===== config.mk =====
export PLATFORM = sky130hd
export DESIGN_NAME = priority_scan_encoder_flat
export DESIGN_NICKNAME = d
export VERILOG_FILES = /design/src/rtl/priority_scan_encoder_if.sv /design/src/rtl/priority_scan_encoder.sv /design/src/flat_wrapper.sv
export SDC_FILE = /design/constraint.sdc
export NUM_CORES = 1
export LEC_CHECK = 0
export BUFFER_PORTS_ARGS = -buffer_cell sky130_fd_sc_hd__buf_4
export CORE_MARGIN = 1.5
export CORE_UTILIZATION = 55
export CTS_CLUSTER_DIAMETER = 60
export DETAILED_ROUTE_END_ITERATION = 16
export PLACE_DENSITY = 0.81
export SKIP_CTS_REPAIR_TIMING = 1
export SLEW_MARGIN = 30
export SYNTH_ARGS = -nofsm -noshare
export SYNTH_HDL_FRONTEND = slang
export SYNTH_SLANG_ARGS = --single-unit

===== constraint.sdc =====
create_clock -name clk -period 5.07 [get_ports clk]
set_input_delay 0.7605 -clock clk [delete_from_list [all_inputs] [get_ports clk]]
set_output_delay 0.7605 -clock clk [all_outputs]
set_load 0.005 [all_outputs]

===== src/rtl/priority_scan_encoder_if.sv =====
`default_nettype none
// ---------------------------------------------------------------------------
// priority_scan_encoder_if : request-in / index-beat-out bus
// Revision 1.0
// ---------------------------------------------------------------------------
interface priority_scan_encoder_if #(
  parameter int WIDTH = 128
) ();
  localparam int IDX_W = $clog2(WIDTH);
  localparam int CNT_W = $clog2(WIDTH + 1);

  logic             flush;
  logic             in_valid;
  logic             in_ready;
  logic [WIDTH-1:0] in_vec;
  logic             out_valid;
  logic             out_ready;
  logic [IDX_W-1:0] out_idx;
  logic             out_none;
  logic             out_last;
  logic [CNT_W-1:0] out_total;

  modport slave (
    input  flush, in_valid, in_vec, out_ready,
    output in_ready, out_valid, out_idx, out_none, out_last, out_total
  );

  modport master (
    output flush, in_valid, in_vec, out_ready,
    input  in_ready, out_valid, out_idx, out_none, out_last, out_total
  );
endinterface
`default_nettype wire


===== src/rtl/priority_scan_encoder.sv =====
`default_nettype none
// ---------------------------------------------------------------------------
// priority_scan_encoder : emits the index of every set request bit, one per
// beat, in priority order.   Revision 1.0
// ---------------------------------------------------------------------------
module priority_scan_encoder #(
  parameter int WIDTH      = 128,
  parameter int HIGH_FIRST = 1
) (
  input  logic                   clk,
  input  logic                   rst_n,
  priority_scan_encoder_if.slave bus
);
  localparam int IDX_W = $clog2(WIDTH);
  localparam int CNT_W = $clog2(WIDTH + 1);

  typedef enum logic [0:0] {
    S_IDLE = 1'b0,
    S_SCAN = 1'b1
  } state_t;

  state_t           state_q, state_d;
  logic [WIDTH-1:0] rem_q, rem_d;
  logic [CNT_W-1:0] total_q, total_d;
  logic [IDX_W-1:0] idx_q, idx_d;
  logic             none_q, none_d;
  logic             last_q, last_d;
  logic             beat;
  logic             accept;
  logic             in_ready;

  function automatic logic [IDX_W-1:0] prio_idx(input logic [WIDTH-1:0] v);
    logic [IDX_W-1:0] idx;
    idx = '0;
    if (HIGH_FIRST != 0) begin
      for (int i = 0; i < WIDTH; i++)
        if (v[i]) idx = IDX_W'(i);
    end else begin
      for (int i = WIDTH - 1; i >= 0; i--)
        if (v[i]) idx = IDX_W'(i);
    end
    return idx;
  endfunction

  function automatic logic [CNT_W-1:0] popcount(input logic [WIDTH-1:0] v);
    logic [CNT_W-1:0] cnt;
    cnt = '0;
    for (int i = 0; i < WIDTH; i++)
      cnt = cnt + CNT_W'(v[i]);
    return cnt;
  endfunction

  always_comb begin
    state_d  = state_q;
    rem_d    = rem_q;
    total_d  = total_q;
    beat     = (state_q == S_SCAN) && bus.out_ready;
    in_ready = (state_q == S_IDLE) || (beat && last_q);
    accept   = bus.in_valid && in_ready;

    if (beat) begin
      rem_d = rem_q & ~(WIDTH'(1) << idx_q);
      if (last_q) state_d = S_IDLE;
    end
    if (accept) begin
      rem_d   = bus.in_vec;
      total_d = popcount(bus.in_vec);
      state_d = S_SCAN;
    end
    // Abort wins over both handshakes; the consumer discards that beat.
    if (bus.flush) begin
      rem_d   = '0;
      state_d = S_IDLE;
    end

    // Beat fields are pre-decoded from the next remainder so they leave flops.
    idx_d  = prio_idx(rem_d);
    none_d = (rem_d == '0);
    last_d = none_d || ((rem_d & ~(WIDTH'(1) << idx_d)) == '0);
    if (state_d == S_IDLE) begin
      idx_d  = '0;
      none_d = 1'b0;
      last_d = 1'b0;
    end
  end

  always_ff @(posedge clk or negedge rst_n) begin
    if (!rst_n) begin
      state_q <= S_IDLE;
      rem_q   <= '0;
      total_q <= '0;
      idx_q   <= '0;
      none_q  <= 1'b0;
      last_q  <= 1'b0;
    end else begin
      state_q <= state_d;
      rem_q   <= rem_d;
      total_q <= total_d;
      idx_q   <= idx_d;
      none_q  <= none_d;
      last_q  <= last_d;
    end
  end

  assign bus.in_ready  = in_ready;
  assign bus.out_valid = (state_q == S_SCAN);
  assign bus.out_idx   = idx_q;
  assign bus.out_none  = none_q;
  assign bus.out_last  = last_q;
  assign bus.out_total = total_q;
endmodule
`default_nettype wire


===== src/flat_wrapper.sv =====
// flat-port wrapper written by rule: the top's interface ports become plain ports
module priority_scan_encoder_flat 
#(
  parameter int WIDTH      = 128,
  parameter int HIGH_FIRST = 1
)
  (clk, rst_n, bus_flush, bus_in_valid, bus_in_vec, bus_out_ready, bus_in_ready, bus_out_valid, bus_out_idx, bus_out_none, bus_out_last, bus_out_total);
  priority_scan_encoder_if #(.WIDTH(WIDTH)) bus_i ();
  input  logic clk;
  input  logic rst_n;
  input wire logic [$bits(bus_i.flush)-1:0] bus_flush;
  input wire logic [$bits(bus_i.in_valid)-1:0] bus_in_valid;
  input wire logic [$bits(bus_i.in_vec)-1:0] bus_in_vec;
  input wire logic [$bits(bus_i.out_ready)-1:0] bus_out_ready;
  output wire logic [$bits(bus_i.in_ready)-1:0] bus_in_ready;
  output wire logic [$bits(bus_i.out_valid)-1:0] bus_out_valid;
  output wire logic [$bits(bus_i.out_idx)-1:0] bus_out_idx;
  output wire logic [$bits(bus_i.out_none)-1:0] bus_out_none;
  output wire logic [$bits(bus_i.out_last)-1:0] bus_out_last;
  output wire logic [$bits(bus_i.out_total)-1:0] bus_out_total;
  assign bus_i.flush = bus_flush;
  assign bus_i.in_valid = bus_in_valid;
  assign bus_i.in_vec = bus_in_vec;
  assign bus_i.out_ready = bus_out_ready;
  assign bus_in_ready = bus_i.in_ready;
  assign bus_out_valid = bus_i.out_valid;
  assign bus_out_idx = bus_i.out_idx;
  assign bus_out_none = bus_i.out_none;
  assign bus_out_last = bus_i.out_last;
  assign bus_out_total = bus_i.out_total;
  priority_scan_encoder #(.WIDTH(WIDTH), .HIGH_FIRST(HIGH_FIRST)) u_core (.clk(clk), .rst_n(rst_n), .bus(bus_i));
endmodule

==> results of run 1 <==
==> synth_stat cells, types with 4 or more instances <==
library cell / instances
sky130_fd_sc_hd__ha_1: 26
sky130_fd_sc_hd__or2_2: 4
sky130_fd_sc_hd__a22o_1: 4
sky130_fd_sc_hd__nand4_1: 32
sky130_fd_sc_hd__o21a_1: 5
sky130_fd_sc_hd__nand3_1: 168
sky130_fd_sc_hd__buf_6: 9
sky130_fd_sc_hd__a211oi_1: 11
sky130_fd_sc_hd__or4_1: 11
sky130_fd_sc_hd__a2111oi_0: 7
sky130_fd_sc_hd__a31oi_1: 16
sky130_fd_sc_hd__fa_1: 115
sky130_fd_sc_hd__o31ai_1: 14
sky130_fd_sc_hd__nor4_2: 8
sky130_fd_sc_hd__buf_2: 42
sky130_fd_sc_hd__o21ai_0: 43
sky130_fd_sc_hd__nand2b_1: 5
sky130_fd_sc_hd__and2_1: 7
sky130_fd_sc_hd__buf_4: 16
sky130_fd_sc_hd__and4_1: 5
sky130_fd_sc_hd__a21oi_1: 45
sky130_fd_sc_hd__nor3_1: 22
sky130_fd_sc_hd__o211a_1: 6
sky130_fd_sc_hd__a22oi_1: 13
sky130_fd_sc_hd__and3_1: 9
sky130_fd_sc_hd__nor4_1: 40
sky130_fd_sc_hd__a32o_1: 67
sky130_fd_sc_hd__inv_2: 4
sky130_fd_sc_hd__nand2_1: 61
sky130_fd_sc_hd__clkbuf_1: 18
sky130_fd_sc_hd__nor2_1: 65
sky130_fd_sc_hd__or3_1: 8
sky130_fd_sc_hd__o22ai_1: 6
sky130_fd_sc_hd__a21o_1: 11
sky130_fd_sc_hd__o211ai_1: 11
sky130_fd_sc_hd__dfrtp_1: 146
sky130_fd_sc_hd__and4b_1: 5
sky130_fd_sc_hd__and3b_1: 4
sky130_fd_sc_hd__a32oi_1: 54
sky130_fd_sc_hd__nor2b_1: 4
sky130_fd_sc_hd__o2111ai_1: 13
sky130_fd_sc_hd__inv_1: 245
==> layer usage <==
metal | overflow | global-route usage [%]
met1 | 14 | 82.13
met5 | 4 | 54.17
met2 | 110 | 94.49
met3 | 24 | 76.14
met4 | 102 | 81.48
==> metrics by stage <==
stage          util (%)  setup TNS [ns]  cell area [sq um]  setup slack, ns  std cells
3_5_place_dp      79.90          -22.61              19430           -3.142       2489
4_1_cts           82.26          -19.12              20010           -2.711       2521
3_3_place_gp      79.88          -20.00              19430           -2.785       2489
2_1_floorplan         -          -15.00              13620           -2.400       1499
==> kinds of logic after synthesis <==
kind of cell | count (synthesis)
AOI/OAI and AO/OA | 382
xor gates and xnor gates | 5
adders and majority gates | 141
buffers and inverters | 336
DFF | 146
and+or+nand+nor | 489
==> flow_summary.rst, run 1 <==
.. list-table::
   :header-rows: 1

   * - Metric
     - Value
   * - Num Clock Sinks
     - 146
   * - Yosys warning count
     - 0
   * - Area fraction in compound gates after synthesis
     - 22.51%
   * - Basic-gate share of the synthesized area counting and, or, nand and nor cells
     - 20.41%
   * - Initial cell density of the core
     - 55.97%
   * - Wire length of the first global-routing pass
     - 157700 um
   * - Yosys top cell area share
     - 26.84%
   * - Post-synthesis instance area
     - 0.01361 sq mm
   * - Failing step
     - global routing
   * - Number of enable-type register cells in the synthesized netlist
     - 0
   * - Synthesized area per cell
     - 9.080 sq um
   * - Clock root buffer
     - sky130_fd_sc_hd__clkbuf_16
   * - GPL Wtd Cong
     - 1.559
   * - Leading area contributor after synthesis
     - sky130_fd_sc_hd__dfrtp_1
   * - Number of unique standard cell types used by synthesis
     - 94
   * - Dominant combinational cell family by area after synthesis
     - compound AO/OA/AOI/OAI gates
   * - Net count after synthesis
     - 1773
   * - Cts bufs inserted
     - 17
   * - Flops & latches, synth
     - 146
   * - Portion of netlist area occupied by mux cells
     - 0%
   * - Via count of the first global-routing pass
     - 23140
   * - Post-synthesis instance total
     - 1499
   * - Run status
     - did not finish
   * - Area share of xor/xnor cells in the synthesized design
     - 0.3218%
   * - Leftover overflow at the end of global routing
     - 254
   * - Maximum clock insertion buffer count
     - 2
   * - Port Buffer Count
     - 151
   * - Share of flip-flops with an asynchronous set or reset after synthesis
     - 100.0%
   * - Largest net degree at the start of global routing
     - 110
   * - Estimated wirelength of the detail-placed design
     - 61130 um
   * - Part of the Yosys area used for sequential elements
     - 26.84%
   * - Number of H-tree branching levels
     - 4
   * - Total Routing Usage GR
     - 83.43%
   * - Primary FF master, synth
     - sky130_fd_sc_hd__dfrtp_1
   * - Die H
     - 160.3 um
   * - Adder and majority cell fraction of the synthesized area
     - 19.31%
   * - First reported error
     - [ERROR GRT-0116] Global routing finished with congestion. Check the congestion regions in the DRC Viewer.
   * - Chip Width
     - 160.3 um
   * - # rows
     - 57
   * - Cell types occupying the most area after synthesis
     - sky130_fd_sc_hd__dfrtp_1 (27%), sky130_fd_sc_hd__fa_1 (17%), sky130_fd_sc_hd__inv_1 (6.8%)
   * - Count of boundary I/O pins
     - 152
==> run 2: changes to the inputs <==
--- a/config.mk
+++ b/config.mk
@@ -7,10 +7,9 @@
 export LEC_CHECK = 0
 export BUFFER_PORTS_ARGS = -buffer_cell sky130_fd_sc_hd__buf_4
 export CORE_MARGIN = 1.5
-export CORE_UTILIZATION = 55
-export CTS_CLUSTER_DIAMETER = 60
+export CORE_UTILIZATION = 40
 export DETAILED_ROUTE_END_ITERATION = 16
-export PLACE_DENSITY = 0.81
+export PLACE_DENSITY_LB_ADDON = 0.15
 export SKIP_CTS_REPAIR_TIMING = 1
 export SLEW_MARGIN = 30
 export SYNTH_ARGS = -nofsm -noshare
==> constraint.sdc (replaced) <==
create_clock -name clk -period 6.6 [get_ports clk]
set_input_delay 0.99 -clock clk [delete_from_list [all_inputs] [get_ports clk]]
set_output_delay 0.99 -clock clk [all_outputs]
set_load 0.005 [all_outputs]
==> run 2 against run 1 <==
  * The flow now finishes, with violations (negative setup slack)
  * Area after synthesis stayed put
  * Synthesized cell count is the same
==> flow_summary.rst, run 2 <==
.. list-table::
   :header-rows: 1

   * - Metric
     - Value
   * - Final Routed Wirelength
     - 77390 um
   * - Worst slew margin relative to its limit
     - 37.34%
   * - Leftover overflow at the end of global routing
     - 0
   * - Max FFs per register
     - 128
   * - Via total after detailed routing
     - 16320
   * - Failing checks
     - negative setup slack
   * - Number of DRC violations after detailed-routing iteration 0
     - 2376
   * - Cell types occupying the most area after synthesis
     - sky130_fd_sc_hd__dfrtp_1 (27%), sky130_fd_sc_hd__fa_1 (17%), sky130_fd_sc_hd__inv_1 (6.8%)
   * - Maximum clock insertion buffer count
     - 2
   * - Total Die Area
     - 0.03514 sq mm
   * - Share of flip-flops with an asynchronous set or reset after synthesis
     - 100.0%
   * - Maximum fanout along the worst path
     - 2
   * - Num Clock Sinks
     - 146
   * - Endpoint required time on the critical path
     - 6.94 ns
   * - Drt drc
     - 0
   * - Startpoint type of the worst setup path
     - input port
   * - Storage element area
     - 0.003654 sq mm
   * - Number of unique standard cell types used by synthesis
     - 94
   * - Post-synthesis instance total
     - 1499
   * - RSZ-0062 raised after global routing
     - yes
   * - Flops & latches, synth
     - 146
   * - Clk slew on worst S/H paths
     - 0.06 ns
   * - Min Clock Period, post-route
     - 7.626 ns
   * - Number of antenna violations at the first check in global routing
     - 0
   * - Number of H-tree branching levels
     - 4
   * - Hold/Removal Path Class
     - flop to flop
   * - Final Hold Viols
     - 0
   * - Part of the Yosys area used for sequential elements
     - 26.84%
   * - Number of inserted diodes
     - 0
   * - Post-synthesis instance area
     - 0.01361 sq mm
   * - Data arrival, critical path
     - 7.96 ns
   * - Primary FF master, synth
     - sky130_fd_sc_hd__dfrtp_1
   * - Share of the core filled with cells
     - 59.48%
   * - Largest net degree at the start of global routing
     - 83
   * - Average vias per placed instance
     - 6.255
   * - Largest register by flop count
     - u_core.rem_q
   * - Yosys top cell area share
     - 26.84%
   * - Final worst path period share
     - 115.5%
   * - Worst clock skew
     - 0.01876 ns
   * - Commonest cells after routing, fill and taps aside
     - sky130_fd_sc_hd__buf_4 (695), sky130_fd_sc_hd__inv_1 (240), sky130_fd_sc_hd__nand3_1 (168), sky130_fd_sc_hd__dfrtp_1 (146), sky130_fd_sc_hd__fa_1 (111)
   * - Yosys warning count
     - 0
   * - # rows
     - 67
   * - Initial cell density of the core
     - 40.59%
   * - Footprint of the multi-input gates
     - 0.008583 sq mm
   * - Core ar.
     - 0.03353 sq mm
   * - Count of filler cells inserted in the layout
     - 3033
   * - Wire length of the first global-routing pass
     - 110300 um
   * - Slew at the pin closest to its max-slew limit
     - 0.9314 ns
   * - Chip Width
     - 187.5 um
   * - Count of maximum capacitance violations
     - 0
   * - Net count after synthesis
     - 1773
   * - Fraction of final layout cells sized beyond drive strength 1
     - 37.58%
   * - CTS tree
     - done
   * - Commonest non-fill, non-tap cell in the layout
     - sky130_fd_sc_hd__buf_4
   * - Die H
     - 187.5 um
   * - Maximum clock frequency
     - 131.1 MHz
   * - Total Routing Usage GR
     - 44.06%
   * - Setup violators final
     - 8
   * - Worst Setup Path Type
     - input port to flop
   * - Number of enable-type register cells in the synthesized netlist
     - 0
   * - Critical Path Sink Type
     - flop
   * - Final max-slew violation count
     - 0
   * - Commonest cells post-synth
     - sky130_fd_sc_hd__inv_1 (245), sky130_fd_sc_hd__nand3_1 (168), sky130_fd_sc_hd__dfrtp_1 (146)
   * - Synthesis-to-finish area growth
     - 46.54%
   * - Final antenna-violating net count
     - 0
   * - Clock root buffer
     - sky130_fd_sc_hd__clkbuf_16
   * - Run status
     - complete, but fails checks
   * - Synthesized area per cell
     - 9.080 sq um
   * - Leading area contributor after synthesis
     - sky130_fd_sc_hd__dfrtp_1
   * - DR WL/cell
     - 29.66 um
   * - Worst Setup Slack, final
     - -1.026 ns
   * - Via count of the first global-routing pass
     - 16070
   * - Clock insertion delay at the later pin of the skew report
     - 0.46 ns
   * - Number of nets in the layout
     - 2423
   * - Count of boundary I/O pins
     - 152
   * - Estimated wirelength of the detail-placed design
     - 64410 um
   * - Port Buffer Count
     - 151
   * - Most frequent cell after synthesis
     - sky130_fd_sc_hd__inv_1
   * - GPL Wtd Cong
     - 1.163
   * - Cts bufs inserted
     - 17
   * - Total iterations of the first detailed-routing run
     - 6
-- run 2: cell counts after synthesis --
Identical to the previous run, type by type.
-- run 2: layout make-up --
type / instances / share of cell area, %
multi-input cells: 1017 / 43.03
well taps: 448 / 2.810
clock inverters: 11 / 0.6461
repair buffers: 717 / 28.24
clock buffers: 20 / 2.240
flip-flops and latches: 146 / 18.32
inverters: 250 / 4.717
-- run 2: per-stage QoR --
step                      setup WS [ns]  setup TNS, ns  hold WS (ns)  instance area (sq um)  std cells
after floorplan                  -1.099         -4.593        0.4698                  13620       1499
after detailed placement         -1.608         -9.576        0.4688                  19300       2577
final                            -1.026         -4.994        0.4898                  19950       2609
after CTS                        -1.131         -5.501        0.4903                  19880       2608
after global routing             -1.212         -6.307        0.5104                  19950       2609
after global placement           -1.552         -9.175        0.4644                  19300       2577
-- run 2: final timing paths --
path / cells after the start / to / startpoint / slack [ns]
min: 2 / u_core.bus.out_total[6] / u_core.bus.out_total[6] / 0.49
min in group asynchronous: 1 / u_core.rem_q[125] / rst_n / 0.59
min reg2reg: 2 / u_core.bus.out_total[6] / u_core.bus.out_total[6] / 0.49
max in group asynchronous: 2 / u_core.rem_q[96] / rst_n / 4.52
max: 23 / u_core.bus.out_total[6] / bus_in_vec[100] / -1.03
max reg2reg: 22 / u_core.bus.out_last / u_core.bus.out_valid / 0.32
-- run 2: cells by family after synthesis --
kind of cell | count (synthesis) | share of synthesized area (%)
XOR/XNOR | 5 | 0.3218
adder cells (fa/ha/maj) | 141 | 19.31
AO/OA/AOI/OAI | 382 | 22.51
AND/OR/NAND/NOR | 489 | 20.41
buffers and inverters | 336 | 10.61
flip-flops | 146 | 26.84
-- run 2: worst max-delay path, stage by stage --
cell	delay [ns]
sky130_fd_sc_hd__buf_4	0.12
sky130_fd_sc_hd__fa_1	0.60
sky130_fd_sc_hd__inv_1	0.07
sky130_fd_sc_hd__fa_1	0.46
sky130_fd_sc_hd__fa_1	0.59
sky130_fd_sc_hd__fa_1	0.46
sky130_fd_sc_hd__fa_1	0.51
sky130_fd_sc_hd__inv_2	0.06
sky130_fd_sc_hd__fa_1	0.47
sky130_fd_sc_hd__inv_1	0.05
sky130_fd_sc_hd__fa_1	0.53
sky130_fd_sc_hd__fa_1	0.43
sky130_fd_sc_hd__fa_1	0.46
sky130_fd_sc_hd__fa_1	0.49
sky130_fd_sc_hd__inv_1	0.05
sky130_fd_sc_hd__fa_2	0.36
sky130_fd_sc_hd__fa_2	0.35
sky130_fd_sc_hd__a21o_1	0.18
sky130_fd_sc_hd__a21o_1	0.18
sky130_fd_sc_hd__a21o_1	0.19
sky130_fd_sc_hd__a21oi_2	0.14
sky130_fd_sc_hd__xor2_1	0.15
sky130_fd_sc_hd__o21ai_1	0.07
-- run 2: metal layers --
metal | share of wire [%] | GRT usage [%]
met4 | 7.7 | 28.86
met2 | 41 | 64.13
met3 | 11 | 8.893
met1 | 40 | 59.53
met5 | 0 | 0
Power of run 2 is not shown: default switching activity piles up to over one toggle a cycle in this logic, so the estimate is an artifact.
